<file path="src/rtl/uart_pkg.sv">
// rtl/uart_pkg.sv - shared types, constants and parameter checks for the UART RX frame checker
package uart_pkg;

  typedef enum logic [2:0] {
    ST_IDLE   = 3'd0,
    ST_START  = 3'd1,
    ST_DATA   = 3'd2,
    ST_PARITY = 3'd3,
    ST_STOP   = 3'd4
  } state_t;

  localparam logic PAR_EVEN = 1'b0;
  localparam logic PAR_ODD  = 1'b1;

  function automatic bit params_ok(input int data_width, input int stop_bits, input int samples);
    return (data_width >= 5) && (data_width <= 9) &&
           ((stop_bits == 1) || (stop_bits == 2)) &&
           (samples >= 1) && (samples <= 7) && ((samples % 2) == 1);
  endfunction

endpackage

</file>
<file path="src/rtl/uart_maj_vote.sv">
// rtl/uart_maj_vote.sv - majority vote over SAMPLES line samples per bit
module uart_maj_vote
  import uart_pkg::*;
#(
  parameter int SAMPLES = 3
) (
  input  logic CLK,
  input  logic RST,
  input  logic clr,
  input  logic samp_valid,
  input  logic samp_bit,
  output logic bit_done,
  output logic bit_val
);

  localparam int CNT_W = $clog2(SAMPLES + 1);
  localparam logic [CNT_W-1:0] CNT_LAST = CNT_W'(SAMPLES - 1);
  localparam logic [CNT_W-1:0] HALF     = CNT_W'(SAMPLES / 2);

  logic [CNT_W-1:0] r_cnt;
  logic [CNT_W-1:0] r_ones;
  logic [CNT_W-1:0] w_ones_tot;

  // The resolving sample is folded in combinationally so the bit is known in its own cycle
  assign w_ones_tot = r_ones + CNT_W'(samp_bit);
  assign bit_done   = samp_valid && !clr && (r_cnt == CNT_LAST);
  assign bit_val    = (w_ones_tot > HALF);

  always_ff @(posedge CLK or negedge RST) begin
    if (!RST) begin
      r_cnt  <= '0;
      r_ones <= '0;
    end else if (clr || bit_done) begin
      r_cnt  <= '0;
      r_ones <= '0;
    end else if (samp_valid) begin
      r_cnt  <= r_cnt + 1'b1;
      r_ones <= w_ones_tot;
    end
  end

endmodule

</file>
<file path="src/rtl/uart_rx_frame_check.sv">
// rtl/uart_rx_frame_check.sv - UART RX frame walker: start/data/parity/stop with error flags
module uart_rx_frame_check
  import uart_pkg::*;
#(
  parameter int DATA_WIDTH = 8,
  parameter int STOP_BITS  = 1,
  parameter int SAMPLES    = 3
) (
  input  logic                  CLK,
  input  logic                  RST,
  input  logic                  frame_start,
  input  logic                  abort,
  input  logic                  samp_valid,
  input  logic                  samp_bit,
  input  logic                  PAR_EN,
  input  logic                  PAR_TYP,
  output logic [DATA_WIDTH-1:0] P_DATA,
  output logic                  data_valid,
  output logic                  strt_glitch,
  output logic                  par_err,
  output logic                  stp_err,
  output logic                  busy
);

  localparam int IDX_W = (DATA_WIDTH > 1) ? $clog2(DATA_WIDTH) : 1;
  localparam logic [IDX_W-1:0] IDX_LAST = IDX_W'(DATA_WIDTH - 1);
  localparam logic             STP_LAST = 1'(STOP_BITS - 1);

  generate
    if (!params_ok(DATA_WIDTH, STOP_BITS, SAMPLES)) begin : g_bad_params
      $error("uart_rx_frame_check: parameter out of range");
    end
  endgenerate

  state_t                  r_state;
  state_t                  w_state_next;
  logic [IDX_W-1:0]        r_idx;
  logic                    r_stp_cnt;
  logic [DATA_WIDTH-1:0]   r_shreg;
  logic                    r_par_en;
  logic                    r_par_typ;
  logic                    r_par_fail;
  logic                    r_stp_fail;

  logic w_bit_done;
  logic w_bit_val;
  logic w_vote_clr;
  logic w_start_ok;
  logic w_to_data;
  logic w_glitch;
  logic w_data_bit;
  logic w_par_bit;
  logic w_stop_bit;
  logic w_frame_end;
  logic w_par_expect;
  logic w_par_fail_next;
  logic w_stp_fail_next;

  // Vote state is held clear while idle so stray samples never leak into the next frame
  assign w_vote_clr = (r_state == ST_IDLE) || abort;

  uart_maj_vote #(
    .SAMPLES(SAMPLES)
  ) u_vote (
    .CLK       (CLK),
    .RST       (RST),
    .clr       (w_vote_clr),
    .samp_valid(samp_valid),
    .samp_bit  (samp_bit),
    .bit_done  (w_bit_done),
    .bit_val   (w_bit_val)
  );

  always_comb begin
    w_state_next = r_state;
    w_start_ok   = 1'b0;
    w_to_data    = 1'b0;
    w_glitch     = 1'b0;
    w_data_bit   = 1'b0;
    w_par_bit    = 1'b0;
    w_stop_bit   = 1'b0;
    w_frame_end  = 1'b0;
    if (abort) begin
      w_state_next = ST_IDLE;
    end else begin
      case (r_state)
        ST_IDLE: begin
          if (frame_start) begin
            w_state_next = ST_START;
            w_start_ok   = 1'b1;
          end
        end
        ST_START: begin
          if (w_bit_done) begin
            if (w_bit_val) begin
              w_glitch     = 1'b1;
              w_state_next = ST_IDLE;
            end else begin
              w_to_data    = 1'b1;
              w_state_next = ST_DATA;
            end
          end
        end
        ST_DATA: begin
          if (w_bit_done) begin
            w_data_bit = 1'b1;
            if (r_idx == IDX_LAST) w_state_next = r_par_en ? ST_PARITY : ST_STOP;
          end
        end
        ST_PARITY: begin
          if (w_bit_done) begin
            w_par_bit    = 1'b1;
            w_state_next = ST_STOP;
          end
        end
        ST_STOP: begin
          if (w_bit_done) begin
            w_stop_bit = 1'b1;
            if (r_stp_cnt == STP_LAST) begin
              w_frame_end  = 1'b1;
              w_state_next = ST_IDLE;
            end
          end
        end
        default: w_state_next = ST_IDLE;
      endcase
    end
  end

  assign w_par_expect    = (r_par_typ == PAR_ODD) ? ~^r_shreg : ^r_shreg;
  assign w_par_fail_next = r_par_fail | (w_par_bit & (w_bit_val != w_par_expect));
  assign w_stp_fail_next = r_stp_fail | (w_stop_bit & ~w_bit_val);

  always_ff @(posedge CLK or negedge RST) begin
    if (!RST) r_state <= ST_IDLE;
    else      r_state <= w_state_next;
  end

  always_ff @(posedge CLK or negedge RST) begin
    if (!RST) begin
      r_idx       <= '0;
      r_stp_cnt   <= 1'b0;
      r_shreg     <= '0;
      r_par_en    <= 1'b0;
      r_par_typ   <= 1'b0;
      r_par_fail  <= 1'b0;
      r_stp_fail  <= 1'b0;
      P_DATA      <= '0;
      data_valid  <= 1'b0;
      strt_glitch <= 1'b0;
      par_err     <= 1'b0;
      stp_err     <= 1'b0;
    end else begin
      data_valid  <= 1'b0;
      strt_glitch <= 1'b0;
      par_err     <= 1'b0;
      stp_err     <= 1'b0;
      r_par_fail  <= w_par_fail_next;
      r_stp_fail  <= w_stp_fail_next;
      // Parity mode is sampled once per frame; later changes on the pins are ignored
      if (w_start_ok) begin
        r_idx      <= '0;
        r_stp_cnt  <= 1'b0;
        r_par_en   <= PAR_EN;
        r_par_typ  <= PAR_TYP;
        r_par_fail <= 1'b0;
        r_stp_fail <= 1'b0;
      end
      if (w_to_data) r_idx <= '0;
      if (w_data_bit) begin
        r_shreg[r_idx] <= w_bit_val;
        if (r_idx != IDX_LAST) r_idx <= r_idx + 1'b1;
      end
      if (w_stop_bit && !w_frame_end) r_stp_cnt <= r_stp_cnt + 1'b1;
      if (w_glitch) strt_glitch <= 1'b1;
      if (w_frame_end) begin
        par_err    <= w_par_fail_next;
        stp_err    <= w_stp_fail_next;
        data_valid <= !(w_par_fail_next || w_stp_fail_next);
        if (!(w_par_fail_next || w_stp_fail_next)) P_DATA <= r_shreg;
      end
    end
  end

  assign busy = (r_state != ST_IDLE);

endmodule

</file>
<file path="config.mk">
export PLATFORM = sky130hd
export DESIGN_NAME = uart_rx_frame_check
export DESIGN_NICKNAME = d
export VERILOG_FILES = /design/src/rtl/uart_pkg.sv /design/src/rtl/uart_maj_vote.sv /design/src/rtl/uart_rx_frame_check.sv
export SDC_FILE = /design/constraint.sdc
export NUM_CORES = 1
export LEC_CHECK = 0
export BUFFER_PORTS_ARGS = -buffer_cell sky130_fd_sc_hd__clkbuf_2
export CORE_UTILIZATION = 35
export CTS_BUF_LIST = sky130_fd_sc_hd__clkbuf_8
export DETAILED_ROUTE_END_ITERATION = 8
export PLACE_DENSITY = 0.57
export SYNTH_ARGS = -nofsm -noshare
export SYNTH_HDL_FRONTEND = slang
export SYNTH_HIERARCHICAL = 1
export SYNTH_SLANG_ARGS = --single-unit
</file>
<file path="constraint.sdc">
create_clock -name CLK -period 2.9 [get_ports CLK]
set_input_delay 0.435 -clock CLK [delete_from_list [all_inputs] [get_ports CLK]]
set_output_delay 0.435 -clock CLK [all_outputs]
set_load 0.02 [all_outputs]
</file>
==> run_results.csv, run 1 <==
group,metric,value,unit
placement,globalplace.congestion,0.8986,
layout,final_util,0.4301,
drt,highest_layer,"met4",
global_route,grt_pass1_wl,5954,um
yosys,synth_cell_type_count,39,
placement,dp_hpwl,2364,um
drt,drt_iter0_drc,75,
floorplan,ios,21,
timing,hold_violations,0,
floorplan,num_rows,25,
placement,dp.cells,240,
clock_network,cts_buffer_depth,2,
drt,route.met3.wl,161,um
timing,fin_hold_ws,254.9,ps
setup_path,reg2reg_from,"r_state[1]",
timing,timing.fmax,380.7,MHz
global_route,grt-ovfl-total,0,
setup_path,cp_max_fo,9,
clock_network,numCtsBuffers,5,
setup_path,arrival,2800,ps
floorplan,die_area,0.005343,mm2
clock_network,cts_hold_repair.buffers,0,
layout,final_cell_mix,"dfrtp_1 (35), clkbuf_2 (20), mux2_2 (17), inv_1 (9)",
setup_path,worstSetupPathDepth,8,
setup_path,critPathCaptureType,"flop",
yosys,synth_seq_cells,35,
setup_path,worstSetupPathType,"flop to flop",
layout,final_common_cell,"dfrtp_1",
drt,vias,1230,
layout,instances_no_fill,247,
floorplan,fp.dieH,73.10,um
drt,via_per_inst,4.980,
clock_network,cts_tree,"yes",
drt,ant_nets,0,
layout,syn_to_final_growth,16.34,%
setup_path,r2r_slack,270,ps
placement,post-place-ws,363.6,ps
pwr,p_leak,0.9520,nW
setup_path,setup.worst_path.start,"r_state[1]",
timing,report.final.slew_viol_count,0,
layout,nFillCells,443,
clock_network,post-cts-setup-buffers,0,
setup_path,cpLargestDelayFamily,"simple AND/OR/NAND/NOR gates",
yosys,seq_area_frac_synth,0.4950,
timing,report.final.setup_viol,0,
clock_network,clkLatencyLatePin,290,ps
pwr,ir_worst_vdd,0.2717,mV
clock_network,cts.sinks,35,
drt,wl_met2,1543,um
hold_path,min_path_type,"input pin to asynchronous set/reset pin",
placement,port_buffers,20,
layout,seqCellArea,875.8,um2
pwr,powerDensity,495.2,mW/mm2
setup_path,slowest_stage,"dfrtp_1",
clock_network,clockRootBuffer,"clkbuf_8",
layout,fin_nets,192,
drt,met1_length,1588,um
clock_network,cts_resized,0,
drt,drtPass1Iterations,4,
yosys,syn-num-nets,168,
setup_path,rr_worst_depth,8,
status,status,"finished, final reports clean",
global_route,grt_start_max_net_pins,36,
run,cap_violations,0,
clock_network,htreeDepth,2,
timing,finalCritPeriodShare,0.9057,
drt,wirelength,3339,um
global_route,antenna_found_initial,0,
yosys,syn_avg_cell_area,11.34,um2
timing,max_slew_margin,0.4075,
yosys,ys_warn_count,6,
timing,period_minus_slack,2627,ps
setup_path,crit_chain,"inv_1 -> nand2_1 -> nand2b_1 -> and3b_1 -> nand3b_1 -> or3_1 -> nor3b_1 -> mux2_2",
timing,finClkSkew,6.545,ps
layout,multiInputGateArea,828.3,um2
timing,rsz0062_at_grt,"false",
yosys,synthesis.area,0.001769,mm2
floorplan,die_x,73.10,um
layout,num_antenna_cells,0,
clock_network,clk_pin_slew,70,ps
floorplan,initial_core_util,0.3697,
layout,drive_gt1_frac,0.2889,
global_route,grt_usage,0.1485,
setup_path,required,3070,ps
timing,worst_pin_slew,888.8,ps
drt,post_drt_wl_per_cell,13.52,um
timing,finalSetupTns,0,ps
drt,route.detailed.drc,0,
setup_path,startpoint_type,"flop",
global_route,grt_pass1_vias,1271,
setup_path,cpPeakStageDelay,520,ps
setup_path,reg2reg_to,"r_shreg[2]",
yosys,syn_inst,156,
timing,setup_slack,273.4,ps
floorplan,core-area,0.004786,mm2
setup_path,path_buf_inv,1,
## registers in the layout (all words and copies together), names as in the netlist, 2 cells and up
signal and cells:
P_DATA 8, r_idx 3, r_shreg 8, r_state 3
u_vote/r_cnt 2, u_vote/r_ones 2
## how the worst max path moves through the flow
stage,to,slack [ps]
5_1_grt,r_shreg[2],90
3_5_place_dp,P_DATA[7],360
3_3_place_gp,P_DATA[0],410
6_report,r_shreg[2],270
2_1_floorplan,P_DATA[0],280
4_1_cts,P_DATA[0],340
## power breakdown
| group | leakage, nW | internal, mW | switching (mW) |
|---|---|---|---|
| Combinational | 0.415 | 0.0397 | 0.0500 |
| Clock | 0.0554 | 0.248 | 0.172 |
| Sequential | 0.482 | 0.499 | 0.0102 |
## routing by layer
| metal | track usage | vias up |
|---|---|---|
| met5 | 0 | - |
| met4 | 0.06318 | 0 |
| met3 | 0.04696 | 5 |
| met2 | 0.2346 | 30 |
| met1 | 0.1867 | 601 |
| li1 | - | 594 |
## kinds of logic (layout without fill, tap and decap cells)
| kind of cell | Yosys count | in the layout | share of synthesized area |
|---|---|---|---|
| compound gates | 24 | 24 | 0.08841 |
| fa+ha+maj | 4 | 4 | 0.02829 |
| flops | 35 | 35 | 0.4950 |
| mux | 17 | 17 | 0.1082 |
| xor+xnor | 9 | 9 | 0.05233 |
| buf+inv | 16 | 40 | 0.03677 |
| simple gates | 51 | 51 | 0.1910 |
## layout make-up
type                            count  area share
Tap cell                           67     0.04073
Multi-Input combinational cell    105      0.4024
Sequential cell                    35      0.4255
Timing Repair Buffer               25     0.06687
Clock inverter                      2     0.01641
Clock buffer                        5     0.03343
Inverter                            8     0.01459
## cells in the mapped netlist
cell type,n,share of area
dfrtp_1,35,0.50
mux2_2,17,0.11
inv_1,8,0.017
nand2_1,7,0.015
nand2b_1,7,0.025
o21ai_0,7,0.020
xnor2_1,7,0.035
clkbuf_1,6,0.013
nor2_1,6,0.013
a21oi_1,5,0.014
nand3b_1,5,0.021
nor3_1,5,0.014
nor3b_1,5,0.021
ha_1,4,0.028
or3_1,4,0.014
or3b_1,3,0.015
a221oi_1,2,0.0099
o22ai_1,2,0.0071
a2111oi_0,1,0.0050
a211o_1,1,0.0050
a22o_1,1,0.0050
a31oi_1,1,0.0035
and3_1,1,0.0035
and3b_1,1,0.0050
buf_2,1,0.0028
buf_4,1,0.0042
nand3_1,1,0.0028
nand3_2,1,0.0057
nand4bb_1,1,0.0064
nor2b_1,1,0.0035
nor3b_4,1,0.011
nor4_4,1,0.012
o2111ai_1,1,0.0050
o21a_1,1,0.0042
o311a_1,1,0.0057
o31ai_1,1,0.0042
or2_2,1,0.0035
xnor3_1,1,0.013
xor2_1,1,0.0050
## stage by stage
stage,cell area [um2],power (mW)
2_1_floorplan,1769,0.5755
3_3_place_gp,1956,0.6057
3_5_place_dp,1956,0.6092
4_1_cts,2058,1.036
5_1_grt,2058,1.068
6_report,2058,1.019
Note: power is estimated with default switching activity, not from simulation.
==> inputs of run 2 (changes only) <==
==> constraint.sdc (replaced) <==
create_clock -name CLK -period 2.9 [get_ports CLK]
set_input_delay 0.145 -clock CLK [delete_from_list [all_inputs] [get_ports CLK]]
set_output_delay 0.145 -clock CLK [all_outputs]
set_load 0.02 [all_outputs]
==> run 2 against run 1 <==
Effect of this change: the run now ends with negative hold slack left; power increased by 9.4%; largest cell class unchanged; setup slack improved by 34 ps; clock skew increased by 2.5 ps; combinational power decreased by 2%; register-to-register slack improved by 30 ps; highest routed layer unchanged; global-route usage increased by 0.13 points; via count increased by 0.98%; clock power increased by 23%; wire length increased by 4.5%.
==> run_results.csv, run 2 (same netlist as run 1, synthesis figures left out) <==
group,metric,value,unit
status,status,"complete, but fails checks",
status,violations,"negative hold slack",
pwr,p_int,0.8784,mW
pwr,p_leak,0.9607,nW
timing,hold_violations,35,
pwr,seqPwrFrac,0.456,
clock_network,clk_pin_slew,70,ps
setup_path,cpLargestDelayFamily,"simple AND/OR/NAND/NOR gates",
timing,report.final.setup_viol,0,
floorplan,ios,21,
setup_path,critPathCaptureType,"flop",
setup_path,cpPeakStageDelay,520,ps
clock_network,post-cts-setup-buffers,0,
placement,dp_hpwl,2478,um
pwr,power,1.115,mW
timing,finalCritPeriodShare,0.8940,
pwr,netSwitchingPower,0.2362,mW
floorplan,fp.dieH,73.10,um
clock_network,cts_tree,"yes",
setup_path,required,3080,ps
timing,fin_hold_ws,-37.14,ps
drt,route.met3.wl,137,um
layout,largestRegisters,"P_DATA (8), r_shreg (8)",
timing,rsz0062_at_grt,"false",
layout,final_cell_mix,"dfrtp_1 (35), clkbuf_2 (20), mux2_2 (17), inv_1 (9)",
global_route,antenna_found_initial,0,
layout,final_common_cell,"dfrtp_1",
setup_path,crit_chain,"inv_1 -> nand2_1 -> nand2b_1 -> and3b_1 -> nand3b_1 -> or3_1 -> nor3b_1 -> mux2_2",
timing,timing.fmax,385.7,MHz
layout,num_antenna_cells,0,
timing,max_slew_margin,0.4181,
clock_network,htreeDepth,2,
drt,highest_layer,"met4",
global_route,grt_pass1_wl,5940,um
drt,via_per_inst,5.028,
global_route,grt_pass1_vias,1307,
drt,vias,1242,
floorplan,core-area,0.004786,mm2
placement,port_buffers,20,
hold_path,min_path_type,"input pin to asynchronous set/reset pin",
setup_path,cp_max_fo,9,
floorplan,die_x,73.10,um
clock_network,cts_resized,0,
layout,drive_gt1_frac,0.2889,
pwr,powerDensity,535.7,mW/mm2
clock_network,cts_hold_repair.buffers,0,
setup_path,worstSetupPathType,"flop to flop",
drt,met1_length,1550,um
pwr,ir_worst_vdd,0.3947,mV
clock_network,cts_buffer_depth,2,
clock_network,numCtsBuffers,5,
layout,nFillCells,461,
drt,wirelength,3490,um
timing,period_minus_slack,2593,ps
drt,drt_iter0_drc,43,
drt,post_drt_wl_per_cell,14.13,um
setup_path,slowest_stage,"dfrtp_1",
pwr,power.share.clock,0.465,
setup_path,path_buf_inv,1,
drt,drtPass1Iterations,4,
timing,finClkSkew,8.998,ps
drt,route.detailed.drc,0,
placement,globalplace.congestion,0.8727,
setup_path,arrival,2770,ps
run,cap_violations,0,
setup_path,startpoint_type,"flop",
timing,report.final.slew_viol_count,0,
timing,finalSetupTns,0,ps
global_route,grt-ovfl-total,0,
floorplan,initial_core_util,0.3697,
clock_network,clockRootBuffer,"clkbuf_8",
drt,wl_met2,1733,um
floorplan,die_area,0.005343,mm2
floorplan,num_rows,25,
global_route,grt_usage,0.1497,
layout,fin_nets,191,
global_route,grt_start_max_net_pins,36,
timing,worst_pin_slew,872.8,ps
drt,ant_nets,0,
clock_network,clkLatencyLatePin,290,ps
pwr,combPwrFrac,0.079,
clock_network,cts.sinks,35,
layout,syn_to_final_growth,17.61,%
pwr,p_sw_frac,0.2119,
run 2: changes by cell type in the layout (fill, tap and decap cells not counted), sizes merged:
cell and change:
buf -1, bufinv +1
run 2: area by class of cell:
class / instances / area, um2 / share of cell area
Tap cell: 67 / 83.83 / 0.04029
Clock buffer: 5 / 68.82 / 0.03307
Multi-Input combinational cell: 105 / 828.3 / 0.3981
Clock inverter: 3 / 63.81 / 0.03067
Sequential cell: 35 / 875.8 / 0.4209
Timing Repair Buffer: 24 / 130.1 / 0.06254
Inverter: 8 / 30.03 / 0.01443
run 2: final timing paths:
path	startpoint	endpoint	slack [ps]	cells after the start
min reg2reg	r_stp_fail	r_stp_fail	490	1
max	r_state[1]	r_shreg[2]	310	8
min in group CLK	PAR_TYP	r_par_typ	80	2
max reg2reg	r_state[1]	r_shreg[2]	310	8
min	RST	r_shreg[1]	-40	1
max in group asynchronous	RST	r_stp_cnt	2390	1
run 2: power by group through the flow:
stage                     clock [mW]  sequential, mW  combinational, mW
final                          0.518           0.509             0.0881
after global routing           0.555           0.509             0.0989
after CTS                      0.536           0.508             0.0903
after detailed placement           0           0.518             0.0901
after global placement             0           0.518             0.0876
after floorplan                    0           0.513             0.0621
run 2: per-stage QoR:
stage	cell area (um2)	cells	setup slack [ps]	hold WS, ps	utilization
floorplan	1769	156	276.4	-150.6	-
global placement	1948	239	434.8	308.2	0.4071
detailed placement	1948	239	338.6	328.9	0.4071
CTS	2081	247	325.3	9.491	0.4348
global route	2081	247	103.6	40.53	0.4348
finish	2081	247	307.5	-37.14	0.4348
run 2: metal layers:
metal	track usage	vias to the layer above
li1	-	598
met1	0.1747	618
met2	0.2469	19
met3	0.04420	7
met4	0.08061	0
met5	0	-
==> inputs of run 3 (changes only) <==
--- a/config.mk
+++ b/config.mk
@@ -6,10 +6,11 @@
 export NUM_CORES = 1
 export LEC_CHECK = 0
 export BUFFER_PORTS_ARGS = -buffer_cell sky130_fd_sc_hd__clkbuf_2
-export CORE_UTILIZATION = 35
+export CORE_UTILIZATION = 30
 export CTS_BUF_LIST = sky130_fd_sc_hd__clkbuf_8
 export DETAILED_ROUTE_END_ITERATION = 8
-export PLACE_DENSITY = 0.57
+export PLACE_DENSITY = 0.51
+export RECOVER_POWER = 100
 export SYNTH_ARGS = -nofsm -noshare
 export SYNTH_HDL_FRONTEND = slang
 export SYNTH_HIERARCHICAL = 1
==> run 3 against run 2 <==
Effect of this change: the run ends with max-capacitance violations, max-slew violations left; power fell by 15%; setup slack got worse by 97 ps; clock power fell by 33%; sequential cell count did not move; register-to-register slack got worse by 97 ps; final area fell by 3.9%; wire length fell by 1.6%; clock skew fell by 5.5 ps; global-route usage fell by 2.5 points; sequential power barely moved; core utilization fell by 7.8 points.
==> run_results.csv, run 3 (same netlist as run 1, synthesis figures left out) <==
group,metric,value,unit
global_route,grt_start_max_net_pins,36,
clock_network,cts_hold_repair.buffers,0,
drt,via_per_inst,5.004,
setup_path,reg2reg_from,"r_state[1]",
status,violations,"max-capacitance violations, max-slew violations",
timing,report.final.setup_viol,0,
drt,drtPass1Iterations,4,
timing,max_slew_margin,-0.2547,
status,status,"complete, but fails checks",
setup_path,startpoint_type,"flop",
global_route,grt-ovfl-total,0,
timing,finalSetupTns,0,ps
pwr,p_int,0.7027,mW
placement,dp_hpwl,2423,um
layout,drive_gt1_frac,0.2011,
layout,syn_to_final_growth,13.01,%
setup_path,r2r_slack,210,ps
global_route,grt_pass1_vias,1273,
drt,drt_iter0_drc,65,
pwr,p_leak,0.8741,nW
floorplan,core-area,0.005608,mm2
timing,timing.fmax,371.8,MHz
setup_path,arrival,2870,ps
layout,final_cell_mix,"dfrtp_1 (35), mux2_2 (17), clkbuf_1 (15), inv_1 (8)",
drt,wirelength,3433,um
setup_path,setup.worst_path.start,"r_state[1]",
clock_network,clk_pin_slew,70,ps
pwr,ir_worst_vdd,0.1699,mV
clock_network,htreeDepth,2,
pwr,netSwitchingPower,0.2408,mW
floorplan,ios,21,
clock_network,post-cts-setup-buffers,0,
floorplan,die_area,0.006209,mm2
clock_network,cts.sinks,35,
global_route,antenna_found_initial,0,
clock_network,cts_tree,"yes",
pwr,seqPwrFrac,0.543,
placement,port_buffers,20,
hold_path,min_path_type,"input pin to flop",
timing,finClkSkew,3.467,ps
floorplan,fp.dieH,78.80,um
clock_network,cts_buffer_depth,2,
timing,finalCritPeriodShare,0.9274,
setup_path,rr_worst_depth,9,
floorplan,num_rows,27,
drt,post_drt_wl_per_cell,13.68,um
layout,num_antenna_cells,0,
placement,post-place-ws,341.7,ps
layout,largestRegisters,"P_DATA (8), r_shreg (8)",
clock_network,cts_resized,0,
global_route,grt_pass1_wl,6023,um
global_route,grt_usage,0.1246,
setup_path,cp_max_fo,9,
setup_path,critPathCaptureType,"flop",
setup_path,cp-endpoint,"P_DATA[5]",
pwr,power.share.clock,0.369,
drt,ant_nets,0,
timing,worst_pin_slew,1882,ps
pwr,p_sw_frac,0.2552,
timing,rsz0062_at_grt,"false",
clock_network,numCtsBuffers,5,
setup_path,required,3080,ps
setup_path,worstSetupPathType,"flop to flop",
timing,period_minus_slack,2689,ps
layout,nFillCells,575,
run,cap_violations,1,
timing,report.final.slew_viol_count,36,
pwr,powerDensity,471.9,mW/mm2
timing,hold_violations,0,
floorplan,die_x,78.80,um
timing,setup_slack,210.6,ps
clock_network,clockRootBuffer,"clkbuf_8",
placement,place_area,0.001947,mm2
layout,fin_area,0.001999,mm2
layout,final_common_cell,"dfrtp_1",
drt,vias,1256,
timing,fin_hold_ws,85.11,ps
layout,fin_nets,190,
floorplan,initial_core_util,0.3155,
clock_network,clkLatencyLatePin,290,ps
setup_path,reg2reg_to,"P_DATA[5]",
pwr,combPwrFrac,0.088,
placement,globalplace.congestion,0.8917,
drt,route.detailed.drc,0,
run 3: layout make-up:
type | count | area, um2 | share of cell area
multi-input combinational | 105 | 813.3 | 0.4068
tap | 72 | 90.09 | 0.04506
clock inverter | 3 | 20.02 | 0.01001
clock buffer | 5 | 68.82 | 0.03442
timing repair buffer | 23 | 101.3 | 0.05069
inverter | 8 | 30.03 | 0.01502
sequential | 35 | 875.8 | 0.4380
run 3: worst min path at each step:
stage                       to  slack (ps)  cells past startpoint   start
floorplan            P_DATA[0]        -150                      0     RST
detailed placement   r_stp_cnt         330                      1     RST
global placement    r_stp_fail         300                      1     RST
global route          r_par_en          90                      2  PAR_EN
finish                r_par_en          90                      2  PAR_EN
CTS                 r_state[2]           8                      1     RST
run 3: power groups by stage:
stage,registers (mW),clock network (mW),logic (mW)
final,0.512,0.348,0.0831
after global routing,0.514,0.383,0.0948
after CTS,0.511,0.366,0.0860
after detailed placement,0.521,0,0.0857
after global placement,0.520,0,0.0830
after floorplan,0.513,0,0.0621
run 3: worst max-delay path: stages (launching register included):
cell      delay (ps)
dfrtp_1          540
inv_1            130
nand2_1          100
nand2b_1         130
and3b_1          380
nor3b_4          250
nand3_2          140
nor4_1           300
buf_4            260
mux2_2           350
run 3: per-stage QoR:
step | utilization | total power [mW] | instances
finish | 0.3565 | 0.9435 | 251
CTS | 0.3630 | 0.9637 | 251
global placement | 0.3472 | 0.6031 | 243
detailed placement | 0.3472 | 0.6069 | 243
global route | 0.3565 | 0.9918 | 251
floorplan | - | 0.5755 | 156
run 3: metal layers:
metal,up-vias,global-route usage,part of all wire
li1,597,-,-
met1,619,0.1553,0.48
met2,33,0.2035,0.47
met3,7,0.03678,0.036
met4,0,0.04444,0.020
met5,-,0,0
